$ cat config.mk
export PLATFORM = sky130hd
export DESIGN_NAME = lsu_mem_master_flat
export DESIGN_NICKNAME = d
export VERILOG_FILES = /design/src/rtl/lsu_mem_master_if.sv /design/src/rtl/lsu_mem_master.sv /design/src/flat_wrapper.sv
export SDC_FILE = /design/constraint.sdc
export NUM_CORES = 1
export LEC_CHECK = 0
export ABC_CLOCK_PERIOD_IN_PS = 3100
export CORE_MARGIN = 2
export CORE_UTILIZATION = 38
export DETAILED_ROUTE_END_ITERATION = 8
export PLACE_DENSITY = 0.66
export SYNTH_ARGS = -nofsm -noshare
export SYNTH_HDL_FRONTEND = slang
export SYNTH_SLANG_ARGS = --single-unit
$ cat constraint.sdc
create_clock -name clk -period 3.1 [get_ports clk]
set_input_delay 0.62 -clock clk [delete_from_list [all_inputs] [get_ports clk]]
set_output_delay 0.62 -clock clk [all_outputs]
set_load 0.02 [all_outputs]
$ cat src/rtl/lsu_mem_master_if.sv
// Request/response channel between the MEM stage and the LSU, and the
// LSU's view of the unified memory data port.
interface lsu_req_if;
  logic        req_valid;
  logic        req_ready;
  logic        req_we;
  logic [2:0]  req_type;
  logic [31:0] req_addr;
  logic [31:0] req_wdata;
  logic        resp_valid;
  logic [31:0] resp_rdata;
  logic        resp_err;
  logic        resp_split;

  modport master (output req_valid, req_we, req_type, req_addr, req_wdata,
                  input  req_ready, resp_valid, resp_rdata, resp_err, resp_split);
  modport slave  (input  req_valid, req_we, req_type, req_addr, req_wdata,
                  output req_ready, resp_valid, resp_rdata, resp_err, resp_split);
endinterface

interface lsu_dm_if;
  logic        DMWr;
  logic        DMRd;
  logic [31:0] dm_addr;
  logic [31:0] dm_din;
  logic [2:0]  DMType;
  logic [31:0] dm_dout;

  modport master (output DMWr, DMRd, dm_addr, dm_din, DMType, input  dm_dout);
  modport slave  (input  DMWr, DMRd, dm_addr, dm_din, DMType, output dm_dout);
endinterface

$ cat src/rtl/lsu_mem_master.sv
// Single-outstanding load/store initiator; misaligned half/word accesses are
// optionally split into byte accesses and reassembled little-endian.
module lsu_mem_master #(
  parameter bit          SPLIT_EN  = 1'b1,
  parameter int unsigned MEM_BYTES = 16384
) (
  input  logic       clk,
  input  logic       rstn,
  lsu_req_if.slave   req,
  lsu_dm_if.master   dm
);
  typedef enum logic [1:0] {IDLE, ISSUE, SPLIT, DONE} state_t;

  state_t      r_state, w_next;
  logic        r_we, r_err, r_split;
  logic [2:0]  r_type;
  logic [1:0]  r_idx, r_last;
  logic [31:0] r_addr, r_wdata, r_asm, r_rdata;

  logic [2:0]  w_type;
  logic [1:0]  w_last;
  logic        w_mis, w_oob, w_err, w_acc;
  logic [31:0] w_end, w_asm, w_ext;
  logic [7:0]  w_wbyte;

  // Request classification; w_last is access width minus one.
  always_comb begin
    w_type = (req.req_type > 3'd4) ? 3'd0 : req.req_type;
    case (w_type)
      3'd0:      w_last = 2'd3;
      3'd1, 3'd2: w_last = 2'd1;
      default:   w_last = 2'd0;
    endcase
    w_mis = ((w_last == 2'd3) && (req.req_addr[1:0] != 2'b00)) ||
            ((w_last == 2'd1) && req.req_addr[0]);
    w_end = req.req_addr + {30'd0, w_last};
    // A wrapped end address is smaller than the start address.
    w_oob = (w_end < req.req_addr) || ({1'b0, w_end} >= 33'(MEM_BYTES));
    w_err = w_oob || (w_mis && !SPLIT_EN);
  end

  assign w_acc = req.req_valid && (r_state == IDLE);

  always_comb begin
    w_asm = r_asm;
    w_asm[{r_idx, 3'b000} +: 8] = dm.dm_dout[7:0];
    case (r_type)
      3'd1:    w_ext = {{16{w_asm[15]}}, w_asm[15:0]};
      3'd2:    w_ext = {16'd0, w_asm[15:0]};
      default: w_ext = w_asm;
    endcase
    w_wbyte = r_wdata[{r_idx, 3'b000} +: 8];
  end

  always_ff @(posedge clk or negedge rstn) begin
    if (!rstn) r_state <= IDLE;
    else       r_state <= w_next;
  end

  always_comb begin
    w_next = r_state;
    case (r_state)
      IDLE:    if (w_acc) w_next = w_err ? DONE : (w_mis ? SPLIT : ISSUE);
      ISSUE:   w_next = DONE;
      SPLIT:   if (r_idx == r_last) w_next = DONE;
      DONE:    w_next = IDLE;
      default: w_next = IDLE;
    endcase
  end

  // r_rdata only changes on the edge entering DONE, so it holds between responses.
  always_ff @(posedge clk or negedge rstn) begin
    if (!rstn) begin
      r_we    <= 1'b0;
      r_type  <= 3'd0;
      r_addr  <= 32'd0;
      r_wdata <= 32'd0;
      r_idx   <= 2'd0;
      r_last  <= 2'd0;
      r_err   <= 1'b0;
      r_split <= 1'b0;
      r_asm   <= 32'd0;
      r_rdata <= 32'd0;
    end else begin
      case (r_state)
        IDLE: if (w_acc) begin
          r_we    <= req.req_we;
          r_type  <= w_type;
          r_addr  <= req.req_addr;
          r_wdata <= req.req_wdata;
          r_idx   <= 2'd0;
          r_last  <= w_last;
          r_err   <= w_err;
          r_split <= w_mis && !w_err;
          r_asm   <= 32'd0;
          if (w_err) r_rdata <= 32'd0;
        end
        ISSUE: r_rdata <= r_we ? 32'd0 : dm.dm_dout;
        SPLIT: begin
          r_asm <= w_asm;
          r_idx <= r_idx + 2'd1;
          if (r_idx == r_last) r_rdata <= r_we ? 32'd0 : w_ext;
        end
        default: ;
      endcase
    end
  end

  // Memory port is purely state-decoded, so reset drops the enables at once.
  always_comb begin
    req.req_ready  = (r_state == IDLE);
    req.resp_valid = (r_state == DONE);
    req.resp_err   = (r_state == DONE) && r_err;
    req.resp_split = (r_state == DONE) && r_split;
    req.resp_rdata = r_rdata;
    dm.DMWr    = 1'b0;
    dm.DMRd    = 1'b0;
    dm.dm_addr = 32'd0;
    dm.dm_din  = 32'd0;
    dm.DMType  = 3'd0;
    case (r_state)
      ISSUE: begin
        dm.DMWr    = r_we;
        dm.DMRd    = !r_we;
        dm.dm_addr = r_addr;
        dm.dm_din  = r_wdata;
        dm.DMType  = r_type;
      end
      SPLIT: begin
        dm.DMWr    = r_we;
        dm.DMRd    = !r_we;
        dm.dm_addr = r_addr + {30'd0, r_idx};
        dm.dm_din  = r_we ? {24'd0, w_wbyte} : 32'd0;
        dm.DMType  = r_we ? 3'd3 : 3'd4;
      end
      default: ;
    endcase
  end
endmodule
$ cat src/flat_wrapper.sv
// flat-port wrapper written by rule: the top's interface ports become plain ports
module lsu_mem_master_flat 
#(
  parameter bit          SPLIT_EN  = 1'b1,
  parameter int unsigned MEM_BYTES = 16384
)
  (clk, rstn, req_req_valid, req_req_we, req_req_type, req_req_addr, req_req_wdata, req_req_ready, req_resp_valid, req_resp_rdata, req_resp_err, req_resp_split, dm_DMWr, dm_DMRd, dm_dm_addr, dm_dm_din, dm_DMType, dm_dm_dout);
  lsu_req_if req_i ();
  lsu_dm_if dm_i ();
  input  logic clk;
  input  logic rstn;
  input wire logic [$bits(req_i.req_valid)-1:0] req_req_valid;
  input wire logic [$bits(req_i.req_we)-1:0] req_req_we;
  input wire logic [$bits(req_i.req_type)-1:0] req_req_type;
  input wire logic [$bits(req_i.req_addr)-1:0] req_req_addr;
  input wire logic [$bits(req_i.req_wdata)-1:0] req_req_wdata;
  output wire logic [$bits(req_i.req_ready)-1:0] req_req_ready;
  output wire logic [$bits(req_i.resp_valid)-1:0] req_resp_valid;
  output wire logic [$bits(req_i.resp_rdata)-1:0] req_resp_rdata;
  output wire logic [$bits(req_i.resp_err)-1:0] req_resp_err;
  output wire logic [$bits(req_i.resp_split)-1:0] req_resp_split;
  output wire logic [$bits(dm_i.DMWr)-1:0] dm_DMWr;
  output wire logic [$bits(dm_i.DMRd)-1:0] dm_DMRd;
  output wire logic [$bits(dm_i.dm_addr)-1:0] dm_dm_addr;
  output wire logic [$bits(dm_i.dm_din)-1:0] dm_dm_din;
  output wire logic [$bits(dm_i.DMType)-1:0] dm_DMType;
  input wire logic [$bits(dm_i.dm_dout)-1:0] dm_dm_dout;
  assign req_i.req_valid = req_req_valid;
  assign req_i.req_we = req_req_we;
  assign req_i.req_type = req_req_type;
  assign req_i.req_addr = req_req_addr;
  assign req_i.req_wdata = req_req_wdata;
  assign req_req_ready = req_i.req_ready;
  assign req_resp_valid = req_i.resp_valid;
  assign req_resp_rdata = req_i.resp_rdata;
  assign req_resp_err = req_i.resp_err;
  assign req_resp_split = req_i.resp_split;
  assign dm_DMWr = dm_i.DMWr;
  assign dm_DMRd = dm_i.DMRd;
  assign dm_dm_addr = dm_i.dm_addr;
  assign dm_dm_din = dm_i.dm_din;
  assign dm_DMType = dm_i.DMType;
  assign dm_i.dm_dout = dm_dm_dout;
  lsu_mem_master #(.SPLIT_EN(SPLIT_EN), .MEM_BYTES(MEM_BYTES)) u_core (.clk(clk), .rstn(rstn), .req(req_i), .dm(dm_i));
endmodule
Word level (Yosys, flattened, before mapping)

Cells that the tools add are included.
W data, S select, Z words.

Add/subtract/negate cells: 4
$lt $le $gt $ge: 3
Equal/unequal tests: 13
Shifts and indexed selects: 3
Multiplexer cells: 26
Reduce and logical (&&, ||, !) cells: 21

Operators by type and width:

| operator                 | count |
|---|---|
| $pmux W32 S2             | 4 |
| $mux W32                 | 6 |
| $pmux W32 S3             | 1 |
| $add A32 B2 Y32          | 2 |
| $bwmux W32               | 1 |
| $ge A32 B15 Y1 const B   | 1 |
| $lt A32 B32 Y1           | 1 |
| $shift A8 B7 Y32 const A | 1 |
| $shiftx A32 B6 Y8        | 1 |
| $shiftx A8 B7 Y32        | 1 |
| $mux W2                  | 5 |
| $mux W8                  | 1 |
| $pmux W2 S2              | 2 |
| $pmux W2 S4              | 1 |
| $neg A5 Y7               | 1 |
| $eq A2 B2 Y1 const B     | 3 |
| $eq A3 B1 Y1 const B     | 2 |
| $eq A3 B2 Y1 const B     | 2 |
| $logic_and A1 B1 Y1      | 6 |
| $mux W3                  | 2 |
| $ne A2 B1 Y1 const B     | 3 |
| $pmux W3 S2              | 1 |
| $reduce_and A2 Y1        | 3 |
| $eq A2 B1 Y1 const B     | 2 |
| 12 further kinds         | 17 |

Flip-flop bits (word level): 140
Bits of input ports: 103
Output and inout bits: 105
Word-level logic and storage cells: 81

Depth between registers and ports, before layout

Gate-level depths: netlist (run 1).

Depth after elaboration: 12
Mapped depth: 20
Gate-level depth less buffers: 19

Least setup slack after synthesis (run 1)

Ideal clock, no wire load.

Path type: input to register
Start: input port req_req_type[1]
End: register u_core.r_rdata[0], in the netlist u_core.req.resp_rdata[0]
Setup time: 125 ps
Arrival time: 4564 ps
Required time: 2975 ps
Setup slack: -1589 ps
Cell stages on the path: 19
Path buffers: 1
Path through: nor2b_1 a21oi_1 ha_1 fa_1 nand2_1 or2_2 nor4_1 and3_1 ha_1 xor2_1 nand2_1 a221oi_1 mux2_4 a211o_1 o21ai_1 nand4b_1 a311oi_4 buf_6 mux2_4

Longest elaborated chain between the ends: 10
Elaborated cells on any way between the ends: 13
Those cells by class: add/sub (1); order compare (3); eq/ne (3); mux (2); reduce/logical (4)

Ends and longest elaborated chain:

| element                                          | line                  | text |
|---|---|---|
| start: declaration                               | flat_wrapper.sv:14    | `input wire logic [$bits(req_i.req_type)-1:0] req_req_type;` |
| $gt A3 B3 Y1                                     | lsu_mem_master.sv:28  | `w_type = (req.req_type > 3'd4) ? 3'd0 : req.req_type;` |
| $mux W3 (*)                                      | lsu_mem_master.sv:28  |  |
| $eq A3 B1 Y1 or $eq A3 B2 Y1 (tied branches)     | lsu_mem_master.sv:29  | `case (w_type)` |
| $reduce_or A2 Y1                                 | lsu_mem_master.sv:29  |  |
| $pmux W2 S2 (*)                                  | lsu_mem_master.sv:29  |  |
| net u_core.w_last[0]                             | lsu_mem_master.sv:21  | `logic [1:0] w_last;` |
| $add A32 B2 Y32 (*)                              | lsu_mem_master.sv:36  | `w_end = req.req_addr + {30'd0, w_last};` |
| $lt A32 B32 Y1 or $ge A32 B15 Y1 (tied branches) | lsu_mem_master.sv:38  | `w_oob = (w_end < req.req_addr) \|\| ({1'b0, w_end} >= 33'(MEM_BYTES));` |
| $logic_or A1 B1 Y1 (*)                           | lsu_mem_master.sv:38  |  |
| $ne A2 B1 Y1 (no line) (*)                       | --                    |  |
| $reduce_and A4 Y1 (no line) (*)                  | --                    |  |
| end signal: assignment                           | lsu_mem_master.sv:98  | `ISSUE: r_rdata <= r_we ? 32'd0 : dm.dm_dout;` |
| end signal: assignment                           | lsu_mem_master.sv:102 | `if (r_idx == r_last) r_rdata <= r_we ? 32'd0 : w_ext;` |
| end: declaration                                 | lsu_mem_master.sv:18  | `logic [31:0] r_addr, r_wdata, r_asm, r_rdata;` |

Mark *: on every way through the listed nets, which the timed path passes. The rest lies on a longest branch.
A chain may end at the register's enable or synchronous reset.

Final worst setup path (run 1)

Start: input port req_req_type[2]
End: register u_core.r_rdata[12], in the netlist u_core.req.resp_rdata[12]

The elaborated chain is that of the path after synthesis.

==> results of run 1 <==
## final cells by class
type	instances	area share, %
clock buffer	19	3.26
sequential	140	25.8
inverter	34	0.939
multi-input combinational	704	40.6
tap	319	2.94
timing repair buffer	391	25.7
clock inverter	12	0.782
## cells in the final DEF (no fill, tap or decap), drive strengths merged, types with 4 or more instances in the layout
master | netlist | final
o31ai | 5 | 5
nor4 | 5 | 5
nor2b | 34 | 34
nor3 | 8 | 8
and3 | 41 | 41
clkdlybuf4s50 | 0 | 158
mux2 | 86 | 86
a21oi | 58 | 58
dfrtp | 140 | 140
nand2 | 101 | 101
or4 | 4 | 4
nand3 | 17 | 17
a32o | 8 | 8
xnor2 | 6 | 6
ha | 29 | 29
o21ai | 86 | 86
and2 | 5 | 5
a31oi | 9 | 9
clkbuf | 44 | 27
or2 | 7 | 7
xor2 | 21 | 21
inv | 34 | 41
mux4 | 8 | 8
a22o | 50 | 50
buf | 13 | 213
nand4 | 19 | 19
a21o | 4 | 4
mux2i | 6 | 6
nor2 | 44 | 44
dlygate4sd2 | 0 | 8
## report_power, final
part	internal [W]	switching (W)	leakage, nW
registers	0.00253	0.000501	1.81
logic	0.00314	0.00359	4.22
clock network	0.00107	0.000891	0.267
## flip-flops by register name, indices dropped and copies added, names as in the netlist
signal and count:
u_core.r_asm 32, u_core.r_we 1, u_core.r_type 3, u_core.r_err 1
u_core.r_split 1, u_core.r_last 2, u_core.r_addr 32, u_core.r_idx 2
u_core.r_state 2, u_core.req.resp_rdata 32, u_core.r_wdata 32
## layer usage
layer	global-route usage, %	vias up	share of wire [%]
met5	0	-	0.038
met4	7.19	2	2.0
met3	4.05	43	5.1
met2	40.1	270	49
met1	30.5	4271	44
li1	-	4103	-
## synth_stat cells (all sizes together), types with 6 or more instances
cell    number  share of area [%]
dfrtp      140                 39
nand2      101                4.2
mux2        86                 12
o21ai       86                4.8
a21oi       58                3.2
a22o        50                4.9
clkbuf      44                1.8
nor2        44                1.8
and3        41                2.9
inv         34                1.4
nor2b       34                2.4
ha          29                4.1
xor2        21                2.1
nand4       19                1.3
nand3       17               0.95
buf         13               0.89
a31oi        9               0.63
a32o         8               0.89
mux4         8                2.0
nor3         8               0.57
or2          7               0.49
mux2i        6               0.67
xnor2        6               0.59
## worst max path at each step
| stage | slack, ps | from | to |
|---|---|---|---|
| floorplan | -1380 | req_req_type[2] | u_core.req.resp_rdata[0]$_DFFE_PN0P_ |
| global placement | -2200 | req_req_type[2] | u_core.req.resp_rdata[24]$_DFFE_PN0P_ |
| detailed placement | -2280 | req_req_type[2] | u_core.req.resp_rdata[24]$_DFFE_PN0P_ |
| CTS | -1390 | req_req_type[1] | u_core.req.resp_rdata[23]$_DFFE_PN0P_ |
| global route | -1540 | req_req_type[2] | u_core.req.resp_rdata[27]$_DFFE_PN0P_ |
| finish | -1410 | req_req_type[2] | u_core.req.resp_rdata[12]$_DFFE_PN0P_ |
## kinds of logic after synthesis
family	Yosys count
adder cells (fa/ha/maj)	31
multiplexers	100
AO/OA/AOI/OAI	242
flip-flops	140
buffers and inverters	91
XOR/XNOR	27
AND/OR/NAND/NOR	304
## what timing repair did
action,in CTS,in global routing
setup buffers,13,10
hold buffers,0,0
pin swaps,29,58
endpoints found under the hold margin,0,0
gates cloned,3,0
gates resized for setup,231,117
endpoints found under the setup margin,79,96
## metrics by stage
step	setup TNS, ps	cells
after floorplan	-47690	935
after global placement	-81620	1569
after detailed placement	-85750	1569
after CTS	-51690	1616
after global routing	-58900	1619
final	-52870	1619
==> flow_summary.ini, run 1 <==
[run_status]
status = complete, but fails checks
violations = negative setup slack

[power]
power.total_w = 0.0117
ir_drop_uv = 413
power_density_mw_per_mm2 = 862
p_leak_nw = 6.30

[critical_path]
rrSetupSlack_ps = 210
worstPathRequired_ps = 3410
crit_type = input pin to register
arrival_ps = 4820
crit_family = simple AND/OR/NAND/NOR gates
worstPathBufferInverterCount = 2
critPathLaunchType = input pin
reg2reg_to = u_core.req.resp_rdata[31]$_DFFE_PN0P_
cp_slowest_cell = or4_4
cp-end-kind = register
slowest_delay_ps = 540
cp_common_cell = ha_4
crit_fanout = 8
rr_worst_depth = 13
rr_startpoint = u_core.r_idx[0]$_DFFE_PN0P_
crit_chain = buf_8 > nor3b_4 > a21oi_4 > ha_4 > fa_2 > nand2_2 > or2_4 > nor4_4 > and3_4 > and3_1 > nor2b_4 > ha_4 > xor2_1 > nand3_2 > or4_4 > a211o_1 > nand4b_1 > a311oi_4 > buf_6 > mux2_4
crit_cells = 20

[final_layout]
area_growth_pct = 51.7
fill_cells = 2029
seq_area_mm2 = 0.00350
nNetsFinal = 1422
drive_above_1_share_pct = 32.8
diodes = 0
post-route-util_pct = 58.3
post-route-cell-area_mm2 = 0.0136
multi_input_area_mm2 = 0.00552

[cts]
cts_tree = built
cts.path.max_buffers = 2
clock_latency_ps = 430
clockRootBuffer = clkbuf_16
cts_max_level = 4
clock-sinks = 140
clk_pin_slew_ps = 70
cts_buffers = 17

[placed_design]
dp_slack_ps = -2280
numPortBuffers = 207
placed_area_mm2 = 0.0126
hpwl_um = 21300
globalplace.congestion = 0.957

[synthesis]
synth-xor-area-share_pct = 2.64
ys_ff_latch = 140
netlist_area_mm2 = 0.00896
yosysUniqueCellTypes = 59
avgSynthCellArea_um2 = 9.58
synthMuxAreaShare_pct = 14.8
synthAdderAreaFrac_pct = 4.50
synth_top_family_by_area = compound AO/OA/AOI/OAI gates
synth-async-reset-ratio_pct = 100
synth_compound_area_share_pct = 17.4
yosys.area_share.simple_pct = 17.4
synth_cells = 935
syn-num-nets = 1069
synth_edf_count = 0
ys_seq_area_share_pct = 39.1
synthFlopType = dfrtp_1
yosysWarnings = 0

[floorplan]
rows = 56
pin_count = 208
dieArea_mm2 = 0.0248
die_h_um = 158
core_area_mm2 = 0.0233
die_w_um = 158
initial_utilization_pct = 38.4

[detailed_routing]
drt-total-wl_um = 29300
num_vias = 8689
drc = 0
wire_per_inst_um = 18.1
drtIter0Drc = 452
ant_nets = 0
first_pass_iters = 7
vias_per_cell = 5.37

[timing]
slew_viol_final = 0
clock_skew_ps = 9.02
setup_viol = 52
rsz0062_at_grt = true
worstMarginPinSlew_ps = 632
hold_viol_final = 0
fmax_ghz = 0.222
fin_ws_ps = -1410
period_share_pct = 145
max-slew-margin-rel_pct = 57.6
whs_ps = 190
fin_crit_ps = 4510

[global_route]
grt_max_degree = 67
overflow = 0
grtUsageTotal_pct = 23.5
antenna_found_initial = 1
first_global_vias = 8519
grt_pass1_wl_um = 45300

[hold_path]
hp-class = input pin to async pin

[flow_run]
maxCapViolations = 0
(Power assumes the default switching activity.)
==> inputs of run 2 (changes only) <==
--- a/config.mk
+++ b/config.mk
@@ -5,11 +5,10 @@
 export SDC_FILE = /design/constraint.sdc
 export NUM_CORES = 1
 export LEC_CHECK = 0
-export ABC_CLOCK_PERIOD_IN_PS = 3100
+export ABC_CLOCK_PERIOD_IN_PS = 5800
 export CORE_MARGIN = 2
 export CORE_UTILIZATION = 38
 export DETAILED_ROUTE_END_ITERATION = 8
-export PLACE_DENSITY = 0.66
 export SYNTH_ARGS = -nofsm -noshare
 export SYNTH_HDL_FRONTEND = slang
 export SYNTH_SLANG_ARGS = --single-unit
==> constraint.sdc (replaced) <==
create_clock -name clk -period 5.8 [get_ports clk]
set_input_delay 1.16 -clock clk [delete_from_list [all_inputs] [get_ports clk]]
set_output_delay 1.16 -clock clk [all_outputs]
set_load 0.02 [all_outputs]
==> run 2 against run 1 <==
  * The flow now finishes without violations
  * Via count decreased by 8.0%
  * Clock power decreased by 44%
  * Design area decreased by 11%
  * Routed wire length decreased by 4.3%
  * Sequential cell count unchanged
  * Die area unchanged
  * Hold slack improved by 290 ps
  * Critical path type unchanged
  * Critical endpoint is now u_core.req.resp_rdata[29]$_DFFE_PN0P_
  * Highest routed layer is now met4
==> flow_summary.ini, run 2 (synthesized netlist as in run 1, its figures left out) <==
[floorplan]
dieArea_mm2 = 0.0248
pin_count = 208
die_h_um = 158
die_w_um = 158
initial_utilization_pct = 38.4
core_area_mm2 = 0.0233
rows = 56

[timing]
setup_viol = 0
hold_viol_final = 0
slew_viol_final = 0
period_share_pct = 97.1
fin_ws_ps = 167
worstMarginPinSlew_ps = 1170
max-slew-margin-rel_pct = 21.6
whs_ps = 477
clock_skew_ps = 14.5
fin_crit_ps = 5630
fmax_ghz = 0.178

[detailed_routing]
first_pass_iters = 5
drtIter0Drc = 568
wl_met2_um = 13100
wl_met1_um = 12800
drt-total-wl_um = 28000
vias_per_cell = 5.43
num_vias = 7993
met3WireLength_um = 1690
wire_per_inst_um = 19.0
ant_nets = 0
drc = 0
routed.top_layer = met4

[critical_path]
worstPathRequired_ps = 6110
cp-end-kind = register
arrival_ps = 5940
crit_chain = clkdlybuf4s50_1 > nor3b_2 > a21oi_2 > ha_2 > fa_2 > nand2_1 > or2_2 > nor4_4 > and3_4 > nand2_1 > nor3_2 > ha_1 > xnor2_1 > nor2_1 > nand3_1 > or4_1 > a211o_1 > nand4b_1 > a311oi_4 > buf_6 > clkbuf_16 > mux2_4
crit_type = input pin to register
crit_fanout = 8
slowest_delay_ps = 550
critPathLaunchType = input pin
crit_family = simple AND/OR/NAND/NOR gates
cp_slowest_cell = clkdlybuf4s50_1
worstPathBufferInverterCount = 3
cp_common_cell = nand2_1

[final_layout]
final_common_cell = clkdlybuf4s50_1
final_cell_mix = clkdlybuf4s50_1 (206), dfrtp_1 (140), nand2_1 (100), o21ai_0 (81), a21oi_1 (57)
finalNonFillerCells = 1473
nNetsFinal = 1275
diodes = 0
area_growth_pct = 35.7
drive_above_1_share_pct = 15.8

[placed_design]
hpwl_um = 20100
numPortBuffers = 207
dp_cells = 1437
dp_slack_ps = -483
globalplace.congestion = 0.880

[cts]
clock_latency_ps = 430
cts.path.max_buffers = 2
clock-sinks = 140
cts_buffers = 17
clockRootBuffer = clkbuf_16
cts_hold_buffers = 0
cts_max_level = 4
cts_tree = built
clk_pin_slew_ps = 60

[hold_path]
hp-class = register to register

[global_route]
first_global_vias = 7536
grt_pass1_wl_um = 42500
overflow = 0
antenna_found_initial = 0
grtUsageTotal_pct = 22.4
grt_max_degree = 61

[power]
power_density_mw_per_mm2 = 490
p_leak_nw = 5.33
ir_drop_uv = 270

[run_status]
status = finished, final reports clean

[flow_run]
maxCapViolations = 0
-- run 2: final cells by class --
class                   instances  area [um^2]
fillers                      2209        11200
clock buffers                  18          429
repair buffers                244         2400
well taps                     319          399
multi-input cells             704         5140
flip-flops and latches        140         3500
clock inverters                14          155
inverters                      34          128
-- run 2: final timing paths --
check | slack, ps | cells after the start | to | startpoint
min in group asynchronous | 690 | 1 | u_core.req.resp_rdata[0]$_DFFE_PN0P_ | rstn
hold reg to reg | 480 | 2 | u_core.r_asm[15]$_DFFE_PN0P_ | u_core.r_asm[15]$_DFFE_PN0P_
setup reg to reg | 2260 | 7 | u_core.req.resp_rdata[7]$_DFFE_PN0P_ | u_core.r_state[0]$_DFFE_PN0P_
hold / removal | 480 | 2 | u_core.r_asm[15]$_DFFE_PN0P_ | u_core.r_asm[15]$_DFFE_PN0P_
setup / recovery | 170 | 22 | u_core.req.resp_rdata[29]$_DFFE_PN0P_ | req_req_type[0]
max in group asynchronous | 3980 | 2 | u_core.r_addr[14]$_DFFE_PN0P_ | rstn
-- run 2: worst register-to-register path, delay by kind of cell (launching register included) --
kind	cells	cell delay, ps
buf+inv	1	100
flops	1	400
compound gates	2	880
simple gates	2	1080
fa+ha+maj	1	890
mux	1	150
-- run 2: per-layer routing --
metal,global-route usage (%),vias up
li1,-,3816
met5,0,-
met2,35.9,284
met3,4.19,23
met1,31.2,3870
met4,5.28,0
-- run 2: through the flow --
| stage | TNS (ps) | instance area (um^2) | util (%) | power, W |
|---|---|---|---|---|
| floorplan | 0 | 8960 | - | 0.00358 |
| global placement | -11090 | 11500 | 49.2 | 0.00476 |
| detailed placement | -15980 | 11500 | 49.2 | 0.00479 |
| CTS | 0 | 12100 | 51.7 | 0.00592 |
| global route | -1120 | 12200 | 52.1 | 0.00633 |
| finish | 0 | 12200 | 52.1 | 0.00596 |
-- run 2: what timing repair did --
action	4_1_cts	5_1_grt
gates cloned	0	2
endpoints found under the setup margin	32	32
pin swaps	0	8
resized for setup	1	12
setup buffers	0	2
-- run 2: power breakdown --
| group | total, W | switching, W | internal [W] |
|---|---|---|---|
| sequential | 0.00170 | 0.000349 | 0.00135 |
| clock | 0.00110 | 0.000492 | 0.000609 |
| combinational | 0.00316 | 0.00169 | 0.00147 |
| total | 0.00596 | 0.00253 | 0.00343 |
==> inputs of run 3 (changes only) <==
--- a/config.mk
+++ b/config.mk
@@ -5,10 +5,11 @@
 export SDC_FILE = /design/constraint.sdc
 export NUM_CORES = 1
 export LEC_CHECK = 0
-export ABC_CLOCK_PERIOD_IN_PS = 5800
+export ABC_CLOCK_PERIOD_IN_PS = 5000
 export CORE_MARGIN = 2
 export CORE_UTILIZATION = 38
 export DETAILED_ROUTE_END_ITERATION = 8
+export PLACE_DENSITY = 0.66
 export SYNTH_ARGS = -nofsm -noshare
 export SYNTH_HDL_FRONTEND = slang
 export SYNTH_SLANG_ARGS = --single-unit
==> constraint.sdc (replaced) <==
create_clock -name clk -period 5 [get_ports clk]
set_input_delay 1 -clock clk [delete_from_list [all_inputs] [get_ports clk]]
set_output_delay 1 -clock clk [all_outputs]
set_load 0.02 [all_outputs]
==> run 3 against run 2 <==
  * Cell count is 2.6% higher
  * Core utilization rose by 1.8 points
  * Die area did not move
  * Via count grew 2.5%
  * Highest routed layer is now met5
==> flow_summary.ini, run 3 (synthesized netlist as in run 1, its figures left out) <==
[timing]
setup_viol = 0
clock_skew_ps = 13.2
rsz0062_at_grt = true
tns_ps = 0
fin_crit_ps = 4860
fmax_ghz = 0.206
period_share_pct = 97.2
hold_viol_final = 0
worstMarginPinSlew_ps = 1230
max-slew-margin-rel_pct = 17.6
slew_viol_final = 0

[detailed_routing]
drc = 0
num_vias = 8193
vias_per_cell = 5.42
wire_per_inst_um = 18.6
first_pass_iters = 5
drt-total-wl_um = 28000
drtIter0Drc = 521
ant_nets = 0

[final_layout]
finalNonFillerCells = 1511
nNetsFinal = 1313
drive_above_1_share_pct = 19.4
final_common_cell = clkdlybuf4s50_1
final_cell_mix = clkdlybuf4s50_1 (201), dfrtp_1 (140), nand2_1 (98), o21ai_0 (81), buf_4 (68)
diodes = 0
area_growth_pct = 40.4

[floorplan]
dieArea_mm2 = 0.0248
die_w_um = 158
die_h_um = 158
initial_utilization_pct = 38.4
rows = 56
core_area_mm2 = 0.0233
pin_count = 208

[critical_path]
critPathLaunch = req_req_type[2]
cp_slowest_cell = or4_1
cp-end-kind = register
crit_chain = buf_4 > nor3b_4 > a21oi_4 > ha_4 > fa_2 > nand2_2 > or2_4 > nor4_4 > and3_4 > nand2_2 > nor3_2 > ha_1 > xnor2_2 > nor2_2 > nand3_1 > or4_1 > a211o_1 > nand4b_1 > a311oi_4 > buf_6 > buf_12 > mux2_4
critPathLaunchType = input pin
arrival_ps = 5170
rr_worst_depth = 11
crit_type = input pin to register
crit_fanout = 8
worstPathRequired_ps = 5310
rr_startpoint = u_core.r_idx[1]$_DFFE_PN0P_
slowest_delay_ps = 410
cp_common_cell = nand2_2

[run_status]
status = finished, final reports clean

[power]
clkPwrFrac_pct = 18.3
p_seq_share_pct = 27.9
netSwitchingPower_w = 0.00300
ir_drop_uv = 256
switching_share_pct = 42.1
internal_power_w = 0.00412
p_leak_nw = 5.59
power_density_mw_per_mm2 = 566
comb_power_share_pct = 53.9

[cts]
cts_buffers = 17
clock-sinks = 140
clk_pin_slew_ps = 70
cts_hold_buffers = 0
clock_latency_ps = 430
cts_tree = built
cts.path.max_buffers = 2
cts_max_level = 4
clockRootBuffer = clkbuf_16

[global_route]
overflow = 0
first_global_vias = 8095
grtUsageMet3_pct = 4.38
antenna_found_initial = 1
grtUsageMet1_pct = 29.4
grtUsageTotal_pct = 22.8
grt_pass1_wl_um = 43700
grt_max_degree = 93
grt_util_met2_pct = 39.2
grt_busiest_layer = met2

[placed_design]
numPortBuffers = 207
hpwl_um = 20000
globalplace.congestion = 0.877
dp_cells = 1470

[hold_path]
worstHoldPathCells = 2
min_from = u_core.r_err$_DFFE_PN0P_
hp-class = register to register

[flow_run]
maxCapViolations = 0
-- run 3: cell count changes in the layout (fill, tap and decap cells not counted), moves of 2 or more --
| cell | change |
|---|---|
| clkdlybuf4s50_1 | -5 |
| nor2_1 | -2 |
| nand2_1 | -2 |
| buf_16 | +3 |
| nand2_2 | +2 |
| buf_4 | +36 |
-- run 3: power groups by stage --
stage | clock, W | sequential [W] | combinational (W)
2_1_floorplan | 0 | 0.00199 | 0.00216
3_3_place_gp | 0 | 0.00197 | 0.00356
3_5_place_dp | 0 | 0.00199 | 0.00361
4_1_cts | 0.00132 | 0.00197 | 0.00386
5_1_grt | 0.00138 | 0.00204 | 0.00411
6_report | 0.00130 | 0.00199 | 0.00384
-- run 3: critical path, delay by kind of cell --
family          cells  cell delay [ps]
mux                 1              300
simple gates       11             2040
buf+inv             3              460
fa+ha+maj           3              660
xor+xnor            1              150
compound gates      3              550
-- run 3: routing by layer --
layer,vias up,part of all wire [%]
met5,-,0.057
met3,33,5.1
met1,4024,44
li1,3885,-
met4,2,2.0
met2,249,49
-- run 3: final timing paths --
check,to,slack (ps)
setup / recovery,u_core.req.resp_rdata[18]$_DFFE_PN0P_,140
hold / removal,u_core.r_err$_DFFE_PN0P_,480
setup reg to reg,u_core.req.resp_rdata[24]$_DFFE_PN0P_,1750
hold reg to reg,u_core.r_err$_DFFE_PN0P_,480
max in group asynchronous,u_core.r_addr[0]$_DFFE_PN0P_,3410
min in group asynchronous,u_core.req.resp_rdata[7]$_DFFE_PN0P_,600
-- run 3: what timing repair did --
action | 4_1_cts | 5_1_grt
setup buffers | 4 | 2
setup endpoints to repair | 36 | 34
resized for setup | 36 | 7
pin swaps | 15 | 14
gates cloned | 3 | 0
-- run 3: layout make-up --
| type | count | area [um^2] |
|---|---|---|
| tap | 319 | 399 |
| sequential | 140 | 3500 |
| inverter | 34 | 128 |
| clock inverter | 15 | 174 |
| timing repair buffer | 282 | 2750 |
| multi-input combinational | 704 | 5200 |
| clock buffer | 17 | 425 |
| fill | 2075 | 10800 |
-- run 3: metrics by stage --
step / worst slack [ps] / instance area (um^2) / util, % / power [W] / hold slack (ps)
4_1_cts: 2.62 / 12500 / 53.7 / 0.00715 / 484
6_report: 140 / 12600 / 53.9 / 0.00712 / 482
3_5_place_dp: -957 / 11700 / 50.3 / 0.00559 / 473
2_1_floorplan: 45.3 / 8970 / - / 0.00415 / 442
5_1_grt: -32.1 / 12600 / 53.9 / 0.00753 / 503
3_3_place_gp: -807 / 11700 / 50.3 / 0.00553 / 457
